===== src/rtl/main_decoder_if.sv =====
// ============================================================================
// Module      : main_decoder_if
// Description : Opcode/funct3 input bundle and decoded control outputs for the
//               RV32I main decoder. The illegal flag exists only when
//               MAIN_DECODER_ILLEGAL_EN is defined.
// Revision    : 1.0 - initial release
// ============================================================================
`default_nettype none

interface main_decoder_if;
    logic [6:0] opcode;
    logic [2:0] funct3;
    logic       reg_write;
    logic       ALU_select;
    logic [3:0] memory_control;
    logic [2:0] result_select;
    logic       branch;
    logic [1:0] ALU_op;
    logic       jump;
`ifdef MAIN_DECODER_ILLEGAL_EN
    logic       illegal;
`endif

    // Instruction source side
    modport master (
        output opcode,
        output funct3,
        input  reg_write,
        input  ALU_select,
        input  memory_control,
        input  result_select,
        input  branch,
        input  ALU_op,
        input  jump
`ifdef MAIN_DECODER_ILLEGAL_EN
        ,
        input  illegal
`endif
    );

    // Decoder side
    modport slave (
        input  opcode,
        input  funct3,
        output reg_write,
        output ALU_select,
        output memory_control,
        output result_select,
        output branch,
        output ALU_op,
        output jump
`ifdef MAIN_DECODER_ILLEGAL_EN
        ,
        output illegal
`endif
    );
endinterface

`default_nettype wire


===== src/rtl/main_decoder.sv =====
// ============================================================================
// Module      : main_decoder
// Description : RV32I main control decoder; opcode (+funct3 for load/store)
//               to registered datapath controls, one-cycle latency.
//               Optional illegal-instruction flag: MAIN_DECODER_ILLEGAL_EN.
// Revision    : 1.0 - initial release
// ============================================================================
`default_nettype none

module main_decoder (
    input  wire          clock,
    input  wire          reset,
    main_decoder_if.slave bus
);

    localparam logic [6:0] c_OP_LOAD   = 7'b0000011;
    localparam logic [6:0] c_OP_STORE  = 7'b0100011;
    localparam logic [6:0] c_OP_RTYPE  = 7'b0110011;
    localparam logic [6:0] c_OP_BRANCH = 7'b1100011;
    localparam logic [6:0] c_OP_ITYPE  = 7'b0010011;
    localparam logic [6:0] c_OP_JAL    = 7'b1101111;
    localparam logic [6:0] c_OP_LUI    = 7'b0110111;

    localparam logic [2:0] c_RES_ALU   = 3'b000;
    localparam logic [2:0] c_RES_MEM   = 3'b001;
    localparam logic [2:0] c_RES_PC4   = 3'b010;
    localparam logic [2:0] c_RES_IMM   = 3'b011;

    localparam logic [1:0] c_ALU_ADD   = 2'b00;
    localparam logic [1:0] c_ALU_SUB   = 2'b01;
    localparam logic [1:0] c_ALU_FUNCT = 2'b10;

    logic       w_reg_write;
    logic       w_alu_select;
    logic [3:0] w_memory_control;
    logic [2:0] w_result_select;
    logic       w_branch;
    logic [1:0] w_alu_op;
    logic       w_jump;

    logic       r_reg_write;
    logic       r_alu_select;
    logic [3:0] r_memory_control;
    logic [2:0] r_result_select;
    logic       r_branch;
    logic [1:0] r_alu_op;
    logic       r_jump;

`ifdef MAIN_DECODER_ILLEGAL_EN
    logic       w_known;
    logic       w_illegal;
    logic       r_illegal;
`endif

    always_comb begin
        w_reg_write      = 1'b0;
        w_alu_select     = 1'b0;
        w_memory_control = 4'b0000;
        w_result_select  = c_RES_ALU;
        w_branch         = 1'b0;
        w_alu_op         = c_ALU_ADD;
        w_jump           = 1'b0;
`ifdef MAIN_DECODER_ILLEGAL_EN
        w_known          = 1'b1;
`endif
        case (bus.opcode)
            c_OP_LOAD: begin
                w_reg_write      = 1'b1;
                w_alu_select     = 1'b1;
                w_memory_control = {1'b0, bus.funct3};
                w_result_select  = c_RES_MEM;
            end
            c_OP_STORE: begin
                w_alu_select     = 1'b1;
                w_memory_control = {1'b1, bus.funct3};
            end
            c_OP_RTYPE: begin
                w_reg_write      = 1'b1;
                w_alu_op         = c_ALU_FUNCT;
            end
            c_OP_BRANCH: begin
                w_branch         = 1'b1;
                w_alu_op         = c_ALU_SUB;
            end
            c_OP_ITYPE: begin
                w_reg_write      = 1'b1;
                w_alu_select     = 1'b1;
                w_alu_op         = c_ALU_FUNCT;
            end
            c_OP_JAL: begin
                w_reg_write      = 1'b1;
                w_result_select  = c_RES_PC4;
                w_jump           = 1'b1;
            end
            c_OP_LUI: begin
                w_reg_write      = 1'b1;
                w_result_select  = c_RES_IMM;
            end
            default: begin
`ifdef MAIN_DECODER_ILLEGAL_EN
                w_known          = 1'b0;
`endif
            end
        endcase

`ifdef MAIN_DECODER_ILLEGAL_EN
        // Reserved load sizes are 011/110/111; stores only define sb/sh/sw.
        w_illegal = !w_known
                 || ((bus.opcode == c_OP_LOAD) &&
                     ((bus.funct3 == 3'b011) || (bus.funct3 == 3'b110) ||
                      (bus.funct3 == 3'b111)))
                 || ((bus.opcode == c_OP_STORE) && (bus.funct3 > 3'b010));
        if (w_illegal) begin
            w_reg_write      = 1'b0;
            w_alu_select     = 1'b0;
            w_memory_control = 4'b0000;
            w_result_select  = c_RES_ALU;
            w_branch         = 1'b0;
            w_alu_op         = c_ALU_ADD;
            w_jump           = 1'b0;
        end
`endif
    end

    always_ff @(posedge clock or posedge reset) begin
        if (reset) begin
            r_reg_write      <= 1'b0;
            r_alu_select     <= 1'b0;
            r_memory_control <= 4'b0000;
            r_result_select  <= 3'b000;
            r_branch         <= 1'b0;
            r_alu_op         <= 2'b00;
            r_jump           <= 1'b0;
`ifdef MAIN_DECODER_ILLEGAL_EN
            r_illegal        <= 1'b0;
`endif
        end else begin
            r_reg_write      <= w_reg_write;
            r_alu_select     <= w_alu_select;
            r_memory_control <= w_memory_control;
            r_result_select  <= w_result_select;
            r_branch         <= w_branch;
            r_alu_op         <= w_alu_op;
            r_jump           <= w_jump;
`ifdef MAIN_DECODER_ILLEGAL_EN
            r_illegal        <= w_illegal;
`endif
        end
    end

    assign bus.reg_write      = r_reg_write;
    assign bus.ALU_select     = r_alu_select;
    assign bus.memory_control = r_memory_control;
    assign bus.result_select  = r_result_select;
    assign bus.branch         = r_branch;
    assign bus.ALU_op         = r_alu_op;
    assign bus.jump           = r_jump;
`ifdef MAIN_DECODER_ILLEGAL_EN
    assign bus.illegal        = r_illegal;
`endif

endmodule

`default_nettype wire


===== src/flat_wrapper.sv =====
// flat-port wrapper written by rule: the top's interface ports become plain ports
module main_decoder_flat 
  (clock, reset, bus_opcode, bus_funct3, bus_reg_write, bus_ALU_select, bus_memory_control, bus_result_select, bus_branch, bus_ALU_op, bus_jump);
  main_decoder_if bus_i ();
  input  wire clock;
  input  wire reset;
  input wire logic [$bits(bus_i.opcode)-1:0] bus_opcode;
  input wire logic [$bits(bus_i.funct3)-1:0] bus_funct3;
  output wire logic [$bits(bus_i.reg_write)-1:0] bus_reg_write;
  output wire logic [$bits(bus_i.ALU_select)-1:0] bus_ALU_select;
  output wire logic [$bits(bus_i.memory_control)-1:0] bus_memory_control;
  output wire logic [$bits(bus_i.result_select)-1:0] bus_result_select;
  output wire logic [$bits(bus_i.branch)-1:0] bus_branch;
  output wire logic [$bits(bus_i.ALU_op)-1:0] bus_ALU_op;
  output wire logic [$bits(bus_i.jump)-1:0] bus_jump;
  assign bus_i.opcode = bus_opcode;
  assign bus_i.funct3 = bus_funct3;
  assign bus_reg_write = bus_i.reg_write;
  assign bus_ALU_select = bus_i.ALU_select;
  assign bus_memory_control = bus_i.memory_control;
  assign bus_result_select = bus_i.result_select;
  assign bus_branch = bus_i.branch;
  assign bus_ALU_op = bus_i.ALU_op;
  assign bus_jump = bus_i.jump;
  main_decoder u_core (.clock(clock), .reset(reset), .bus(bus_i));
endmodule

===== config.mk =====
export PLATFORM = sky130hd
export DESIGN_NAME = main_decoder_flat
export DESIGN_NICKNAME = d
export VERILOG_FILES = /design/src/rtl/main_decoder_if.sv /design/src/rtl/main_decoder.sv /design/src/flat_wrapper.sv
export SDC_FILE = /design/constraint.sdc
export NUM_CORES = 1
export LEC_CHECK = 0
export ABC_AREA = 1
export CAP_MARGIN = 20
export CELL_PAD_IN_SITES_DETAIL_PLACEMENT = 1
export CELL_PAD_IN_SITES_GLOBAL_PLACEMENT = 1
export CORE_MARGIN = 2
export CORE_UTILIZATION = 28
export CTS_BUF_LIST = sky130_fd_sc_hd__clkbuf_16
export CTS_CLUSTER_DIAMETER = 150
export DETAILED_ROUTE_END_ITERATION = 8
export PLACE_DENSITY_LB_ADDON = 0.25
export SLEW_MARGIN = 20
export SYNTH_ARGS = -nofsm -noshare
export SYNTH_HDL_FRONTEND = slang
export SYNTH_SLANG_ARGS = --single-unit

===== constraint.sdc =====
create_clock -name clock -period 2.34 [get_ports clock]
set_clock_uncertainty 0.1 [all_clocks]
set_input_delay 0.702 -clock clock [delete_from_list [all_inputs] [get_ports clock]]
set_output_delay 0.702 -clock clock [all_outputs]
set_load 0.01 [all_outputs]

==> out/results.txt, run 1 <==
Netlist cell types: 15
TritonCTS clock tree: yes
simple-gate area share of the yosys netlist: 29.7%
cells after synthesis: 52
die area: 2030 sq um
crit path setup slack, layout: 0.430 ns
Tightest Hold Check Type: primary input to async pin
post-place instance area: 707 sq um
Std-Cell Core Area: 1540 sq um
cell breakdown of the critical path: clkdlybuf4s50_1
antenna violations before repair: 0
family of cells with the greatest summed delay on the critical path: buffers and inverters
initial cell density of the core: 30.6%
worst supply voltage drop on vdd: 297 uV
share of the cycle needed by the critical path after routing: 81.6%
Post CTS Setup Buffer Count: 0
antenna violation net count after detailed routing: 0
Detailed Routing Iterations Pass 1: 2
power density cells: 687 nW/um^2
power share of the clock group: 55.8%
Flop pwr share: 35.8%
number of placement rows: 14
cell-internal power: 0.000441 W
number of max-capacitance violations reported: 0
signal arrival time at the worst endpoint: 1.11 ns
top cell type's share of synthesized area: 58.4%
Detail Placement HPWL: 754 microns
area share of xor/xnor cells in the synthesized design: 0%
global routing usage on met1: 14.3%
Critical Path Sink Type: output pin
final cell area excluding filler cells: 786 sq um
global routing's busiest layer: met2
setup slack after placement: 0.432 ns
number of buffer and inverter instances along the worst setup path: 1
setup TNS: 0 ns
cell types occupying the most area after synthesis: dfrtp_1 (58%), nor2_1 (7.2%), inv_1 (6.4%)
worst hold margin: 0.663 ns
Synth Area in Adders: 0%
First DRT Iteration DRCs: 2
post-cts sizing count: 0
maximum clock frequency: 524 MHz
global-route wire length before repair: 1720 microns
total power after layout: 0.000540 W
via total after detailed routing: 394
count of clock tree sinks: 11
DR vias/cell: 4.24
number of hold-repair buffers added at the cts stage: 0
global route total overflow: 0
number of inserted diodes: 0
DRC violations left: 0
synthesis-to-finish area growth: 66.6%
global routing met3 resource utilization: 3.60%
buffer cell driving the clock tree root: clkbuf_16
slowest stage cell, crit path: clkdlybuf4s50_1
post-synthesis instance area: 472 sq um
cell accounting for the most synthesized area: dfrtp_1
Lkg Pwr: 0.403 nW
horizontal extent of the die: 45.0 microns
Yosys Warn Count: 0
layout cell share with drive strength beyond 1: 13.0%
synthesized flop and latch total: 11
clock input transition at the sequential cells of the worst setup and hold paths: 0.04 ns
number of pins exceeding their max-slew limit in the final report: 0
launching element type of the critical path: flop
reported net switching power: 0.0000995 W
post-synthesis mux area share: 0%
number of global-route vias before repair: 383
final hold viol count: 0
peak fanout along the critical path: 1
post-DR wirelength/cell: 10.9 microns
sequential-to-total area share from yosys stat: 58.4%
number of port buffers: 23
number of buffers created by CTS: 3
total routing usage reported by global routing: 12.2%
sum of routed wire length over all layers: 1020 microns
mean cell area of the mapped netlist: 9.07 sq um
number of H-tree branching levels: 1
kind of critical path: flop to output pin
total setup violations reported at the end of the flow: 0
RD Place Congestion: 0.768
run status: finished, final reports clean
required time at the endpoint of the critical path: 1.54 ns
most frequent cells in the layout: clkdlybuf4s50_1 (23), dfrtp_1 (11), inv_1 (9), nor2_1 (9), nand2_1 (8)
minimum clock period after layout: 1.91 ns
unrepaired setup endpoints after global routing: false
height of the chip: 45.0 microns
final layout net count: 90
maximum count of clock buffers along a single path: 2
top-level I/O count: 25
maximum number of pins on one net before global-route repair: 12
global-route track usage on met2: 19.7%
fraction of power spent switching nets: 18.4%
Comb pwr share: 8.4%
Largest stage delay, worst path: 0.54 ns
commonest non-fill, non-tap cell in the layout: clkdlybuf4s50_1
main combinational cell family by area after synthesis: simple AND/OR/NAND/NOR gates
net count of the mapped netlist: 64
synthesized-area fraction occupied by ao, oa, aoi and oai cells: 0%
flip-flops by register name (all words and copies together), names as in the netlist:
signal                     cells
u_core.bus.memory_control      4
u_core.bus.result_select       2
u_core.bus.reg_write           1
u_core.bus.ALU_op              2
u_core.bus.ALU_select          1
u_core.bus.jump                1
worst paths after layout:
check,startpoint,to,cells after the start
max in group asynchronous,reset,u_core.bus.ALU_op[1],2
min in group clock,bus_funct3[2],u_core.bus.memory_control[2],3
max,u_core.bus.result_select[0],bus_result_select[0],1
min,reset,u_core.bus.jump,2
Yosys cell counts (all sizes together):
master / instances
buf: 2
conb: 1
dfrtp: 11
inv: 10
nand2: 9
nand3: 2
nand3b: 1
nand4: 1
nor2: 13
nor3: 1
or2: 1
area by class of cell:
class	instances	area, sq um
clock buffers	3	75.1
clock inverters	1	3.75
multi-input cells	29	144
repair buffers	23	230
fillers	184	756
inverters	10	37.5
flip-flops and latches	11	275
well taps	16	20.0
per-layer routing:
metal  up-vias  wire length (microns)
met4         0                     19
met2        17                    518
li1        199                      -
met3         2                     52
met5         -                      0
met1       176                    426
through the flow:
| step | std cells | util [%] |
|---|---|---|
| floorplan | 52 | - |
| global placement | 89 | 45.9 |
| detailed placement | 89 | 45.9 |
| CTS | 93 | 51.0 |
| global route | 93 | 51.0 |
| finish | 93 | 51.0 |
power groups by stage:
stage | Sequential [W] | Combinational, W | Clock [W]
floorplan | 0.000197 | 0.0000182 | 0
finish | 0.000193 | 0.0000455 | 0.000301
global placement | 0.000196 | 0.0000452 | 0
global route | 0.000193 | 0.0000511 | 0.000320
detailed placement | 0.000196 | 0.0000459 | 0
CTS | 0.000193 | 0.0000463 | 0.000307
logic make-up after synthesis:
logic type	Yosys count
buffers and inverters	12
flip-flops	11
other	1
AND/OR/NAND/NOR	28
(Power assumes the default switching activity.)
==> run 2, diff against run 1 <==
CORE_UTILIZATION = 26   (was 28)
clock period = 1.9 ns   (was 2.34 ns; I/O delays follow)
==> run 2 against run 1 <==
- sequential power increased by 23%
- clock-buffer cell count is the same
- worst hold slack lost 0.14 ns
- critical endpoint is now bus_branch
- setup slack got worse by 0.29 ns
- core utilization is 4.3 points lower
- flip-flop and latch count unchanged
- non-clock buffer count did not move
- critical path depth unchanged
- cell count is 9.7% higher
- clock power rose by 22%
- sequential share of layout area is 0.49 points lower
- first-iteration DRC count up 100%
==> out/results.txt, run 2 (synthesis results as in run 1) <==
run status: finished, final reports clean
horizontal extent of the die: 46.6 microns (+3.4%)
DRC violations left: 0 (unchanged)
kind of critical path: flop to output pin
peak fanout along the critical path: 2 (+1)
worst hold margin: 0.521 ns (-0.141 ns)
die area: 2170 sq um (+7.0%)
Lkg Pwr: 0.403 nW (unchanged)
maximum count of clock buffers along a single path: 2 (unchanged)
Std-Cell Core Area: 1710 sq um (+11%)
number of inserted diodes: 0 (unchanged)
total setup violations reported at the end of the flow: 0 (unchanged)
signal arrival time at the worst endpoint: 1.09 ns (-0.02 ns)
global-route track usage on met2: 18.3% (-1.4 points)
Largest stage delay, worst path: 0.53 ns (about the same)
worst supply voltage drop on vdd: 311 uV (+4.6%)
layout cell share with drive strength beyond 1: 13.0% (unchanged)
minimum clock period after layout: 1.76 ns
post-cts sizing count: 0 (unchanged)
commonest non-fill, non-tap cell in the layout: clkdlybuf4s50_1
Detail Placement HPWL: 783 microns (+3.8%)
number of flip-flops under the largest register name: 4 (unchanged)
required time at the endpoint of the critical path: 1.23 ns (-0.31 ns)
global routing usage on met1: 13.7% (-0.55 points)
setup TNS: 0 ns (unchanged)
antenna violations before repair: 0 (unchanged)
height of the chip: 46.6 microns (+3.4%)
cell breakdown of the critical path: clkdlybuf4s50_1
number of pins exceeding their max-slew limit in the final report: 0 (unchanged)
global routing met3 resource utilization: 3.53% (-0.071 points)
TritonCTS clock tree: yes
initial cell density of the core: 27.6% (-3.0 points)
via total after detailed routing: 411 (+4.3%)
count of clock tree sinks: 11 (unchanged)
unrepaired setup endpoints after global routing: false
maximum number of pins on one net before global-route repair: 12 (unchanged)
number of H-tree branching levels: 1 (unchanged)
number of buffer and inverter instances along the worst setup path: 1 (unchanged)
final layout net count: 90 (unchanged)
share of the cycle needed by the critical path after routing: 92.9%
sum of routed wire length over all layers: 966 microns (-4.9%)
number of port buffers: 23 (unchanged)
Tightest Hold Check Type: primary input to async pin
synthesis-to-finish area growth: 69.0%
number of placement rows: 15 (+1)
number of hold-repair buffers added at the cts stage: 0 (unchanged)
number of max-capacitance violations reported: 0 (unchanged)
power density cells: 831 nW/um^2 (+21%)
First DRT Iteration DRCs: 4 (+2)
final hold viol count: 0 (unchanged)
DR vias/cell: 4.03 (-4.9%)
post-layout util: 46.7% (-4.3 points)
slowest stage cell, crit path: clkdlybuf4s50_1
family of cells with the greatest summed delay on the critical path: buffers and inverters
launching element type of the critical path: flop
global route total overflow: 0 (unchanged)
buffer cell driving the clock tree root: clkbuf_16
Post CTS Setup Buffer Count: 0 (unchanged)
post-DR wirelength/cell: 9.47 microns (-13%)
maximum clock frequency: 567 MHz
Critical Path Sink Type: output pin
total routing usage reported by global routing: 11.6% (-0.60 points)
Detailed Routing Iterations Pass 1: 3 (+1)
RD Place Congestion: 0.764 (-0.52%)
top-level I/O count: 25 (unchanged)
most frequent cells in the layout: clkdlybuf4s50_1 (23), dfrtp_1 (11), inv_1 (9), nor2_1 (9), nand2_1 (8)
number of global-route vias before repair: 410 (+7.0%)
global routing's busiest layer: met2
fill cell count: 195 (+6.0%)
number of buffers created by CTS: 3 (unchanged)
clock input transition at the sequential cells of the worst setup and hold paths: 0.04 ns (about the same)
global-route wire length before repair: 1720 microns (unchanged)
antenna violation net count after detailed routing: 0 (unchanged)
[run 2: path summary, 6_finish.rpt]
path	start	endpoint	slack (ns)	cells after the start
setup / recovery	u_core.bus.ALU_op[0]	bus_branch	0.14	1
hold / removal	reset	u_core.bus.jump	0.52	2
max in group asynchronous	reset	u_core.bus.reg_write	0.90	2
min in group clock	bus_funct3[2]	u_core.bus.memory_control[2]	0.77	3
[run 2: power breakdown]
| group | switching [W] | internal [W] | leakage (nW) |
|---|---|---|---|
| Clock | 0.0000926 | 0.000275 | 0.0423 |
| Combinational | 0.0000268 | 0.0000296 | 0.208 |
| Sequential | 0.000000562 | 0.000238 | 0.153 |
[run 2: layer usage]
layer / vias to the layer above / routed length, microns
li1: 199 / -
met1: 193 / 384
met2: 17 / 502
met3: 2 / 62
met4: 0 / 17
met5: - / 0
[run 2: per-stage QoR]
step	instance area [sq um]	worst slack (ns)	std cells	power (W)
after CTS	797	0.127	102	0.000671
after detailed placement	718	0.135	98	0.000298
after global routing	797	0.0928	102	0.000694
after global placement	718	0.119	98	0.000297
final	797	0.135	102	0.000662
after floorplan	472	0.651	52	0.000265
[run 2: area by class of cell]
cell class / instances / area [sq um] / share of cell area [%]
flip-flops and latches: 11 / 275 / 34.5
clock inverters: 1 / 3.75 / 0.471
well taps: 25 / 31.3 / 3.92
inverters: 10 / 37.5 / 4.71
repair buffers: 23 / 230 / 28.9
clock buffers: 3 / 75.1 / 9.42
multi-input cells: 29 / 144 / 18.1
==> run 3, diff against run 2 <==
CORE_UTILIZATION = 27   (was 26)
CTS_BUF_LIST = sky130_fd_sc_hd__clkbuf_8   (was sky130_fd_sc_hd__clkbuf_16)
==> run 3 against run 2 <==
- clock power is 41% lower
- combinational power hardly changed
- final area is 5.5% lower
- global-route usage is 1.3 points lower
- core utilization is 2.1 points lower
- routed wire length is 5.4% lower
==> out/results.txt, run 3 (synthesis results as in run 1) <==
run status: finished, final reports clean
number of buffers created by CTS: 3 (unchanged)
total setup violations reported at the end of the flow: 0 (unchanged)
power density cells: 679 nW/um^2 (-18%)
DR vias/cell: 4.21 (+4.6%)
number of max-capacitance violations reported: 0 (unchanged)
Detail Placement HPWL: 741 microns (-5.3%)
Std-Cell Core Area: 1690 sq um (-1.1%)
height of the chip: 45.8 microns (-1.7%)
Largest stage delay, worst path: 0.53 ns (about the same)
final hold viol count: 0 (unchanged)
unrepaired setup endpoints after global routing: false
via total after detailed routing: 396 (-3.6%)
clock input transition at the sequential cells of the worst setup and hold paths: 0.05 ns (about the same)
number of H-tree branching levels: 1 (unchanged)
Lkg Pwr: 0.388 nW (-3.8%)
share of the cycle needed by the critical path after routing: 92.6% (-0.32 points)
antenna violation net count after detailed routing: 0 (unchanged)
DRC violations left: 0 (unchanged)
worst supply voltage drop on vdd: 267 uV (-14%)
TritonCTS clock tree: yes
number of buffer and inverter instances along the worst setup path: 1 (unchanged)
horizontal extent of the die: 45.8 microns (-1.7%)
global-route wire length before repair: 1470 microns (-14%)
number of flip-flops under the largest register name: 4 (unchanged)
number of hold-repair buffers added at the cts stage: 0 (unchanged)
maximum count of clock buffers along a single path: 2 (unchanged)
setup TNS: 0 ns (unchanged)
Tightest Hold Check Type: primary input to async pin
Detailed Routing Iterations Pass 1: 2 (-1)
number of placement rows: 15 (unchanged)
final layout net count: 90 (unchanged)
post-DR wirelength/cell: 9.72 microns (+2.7%)
Worst path depth: 1 (unchanged)
post-cts sizing count: 0 (unchanged)
initial cell density of the core: 27.9% (+0.31 points)
maximum clock frequency: 569 MHz (+0.34%)
buffer cell driving the clock tree root: clkbuf_8
crit path launch: u_core.bus.ALU_op[0]
number of pins exceeding their max-slew limit in the final report: 0 (unchanged)
critical path endpoint: bus_branch
count of clock tree sinks: 11 (unchanged)
layout cell share with drive strength beyond 1: 13.0% (unchanged)
minimum clock period after layout: 1.76 ns (-0.00604 ns)
antenna violations before repair: 0 (unchanged)
signal arrival time at the worst endpoint: 1.09 ns (about the same)
number of port buffers: 23 (unchanged)
top-level I/O count: 25 (unchanged)
total routing usage reported by global routing: 10.3% (-1.3 points)
Post CTS Setup Buffer Count: 0 (unchanged)
cell breakdown of the critical path: clkdlybuf4s50_1
family of cells with the greatest summed delay on the critical path: buffers and inverters
setup slack after placement: 0.133 ns (-0.00180 ns)
commonest non-fill, non-tap cell in the layout: clkdlybuf4s50_1
die area: 2100 sq um (-3.4%)
slowest stage cell, crit path: clkdlybuf4s50_1
RD Place Congestion: 0.771 (+0.84%)
synthesis-to-finish area growth: 59.7%
crit path setup slack, layout: 0.142 ns (+0.00604 ns)
First DRT Iteration DRCs: 2 (-2)
peak fanout along the critical path: 2 (unchanged)
sum of routed wire length over all layers: 914 microns (-5.4%)
kind of critical path: flop to output pin
global route total overflow: 0 (unchanged)
Critical Path Sink Type: output pin
post-place instance area: 708 sq um (-1.4%)
most frequent cells in the layout: clkdlybuf4s50_1 (23), dfrtp_1 (11), inv_1 (9), nor2_1 (9), nand2_1 (8)
required time at the endpoint of the critical path: 1.23 ns (about the same)
number of inserted diodes: 0 (unchanged)
final cell area excluding filler cells: 753 sq um (-5.5%)
number of global-route vias before repair: 370 (-9.8%)
maximum number of pins on one net before global-route repair: 12 (unchanged)
launching element type of the critical path: flop
[run 3: changes by cell type in the layout (fill, tap and decap cells not counted)]
cell	delta
clkbuf_16	-3
clkbuf_8	+3
[run 3: layout make-up]
type / count / area, sq um
Fill cell: 206 / 936
Sequential cell: 11 / 275
Timing Repair Buffer: 23 / 230
Multi-Input combinational cell: 29 / 144
Clock buffer: 3 / 41.3
Inverter: 10 / 37.5
Tap cell: 17 / 21.3
Clock inverter: 1 / 3.75
[run 3: how the worst min path moves through the flow]
stage               cells after the start                            to  slack (ns)
floorplan                               1          u_core.bus.ALU_op[0]        0.32
global route                            2          u_core.bus.reg_write        0.55
finish                                  2   u_core.bus.result_select[1]        0.52
detailed placement                      2   u_core.bus.result_select[1]        0.78
CTS                                     2   u_core.bus.result_select[1]        0.54
global placement                        2  u_core.bus.memory_control[2]        0.78
[run 3: per-layer routing]
layer / global-route usage (%) / vias up / part of all wire (%)
li1: - / 197 / -
met1: 12.8 / 181 / 43
met2: 14.1 / 16 / 48
met3: 3.57 / 2 / 6.5
met4: 8.57 / 0 / 1.9
met5: 0 / - / 0
[run 3: where the power goes]
part	switching (W)	leakage [nW]	internal, W
logic	0.0000267	0.208	0.0000296
registers	0.000000534	0.153	0.000237
clock network	0.0000763	0.0269	0.000141
total	0.000103	0.388	0.000408
[run 3: metrics by stage]
stage,hold WS [ns],total power (W),utilization (%),instances
floorplan,0.322,0.000265,-,52
CTS,0.542,0.000520,44.6,94
global placement,0.780,0.000297,41.9,90
global route,0.552,0.000543,44.6,94
finish,0.523,0.000511,44.6,94
detailed placement,0.784,0.000298,41.9,90
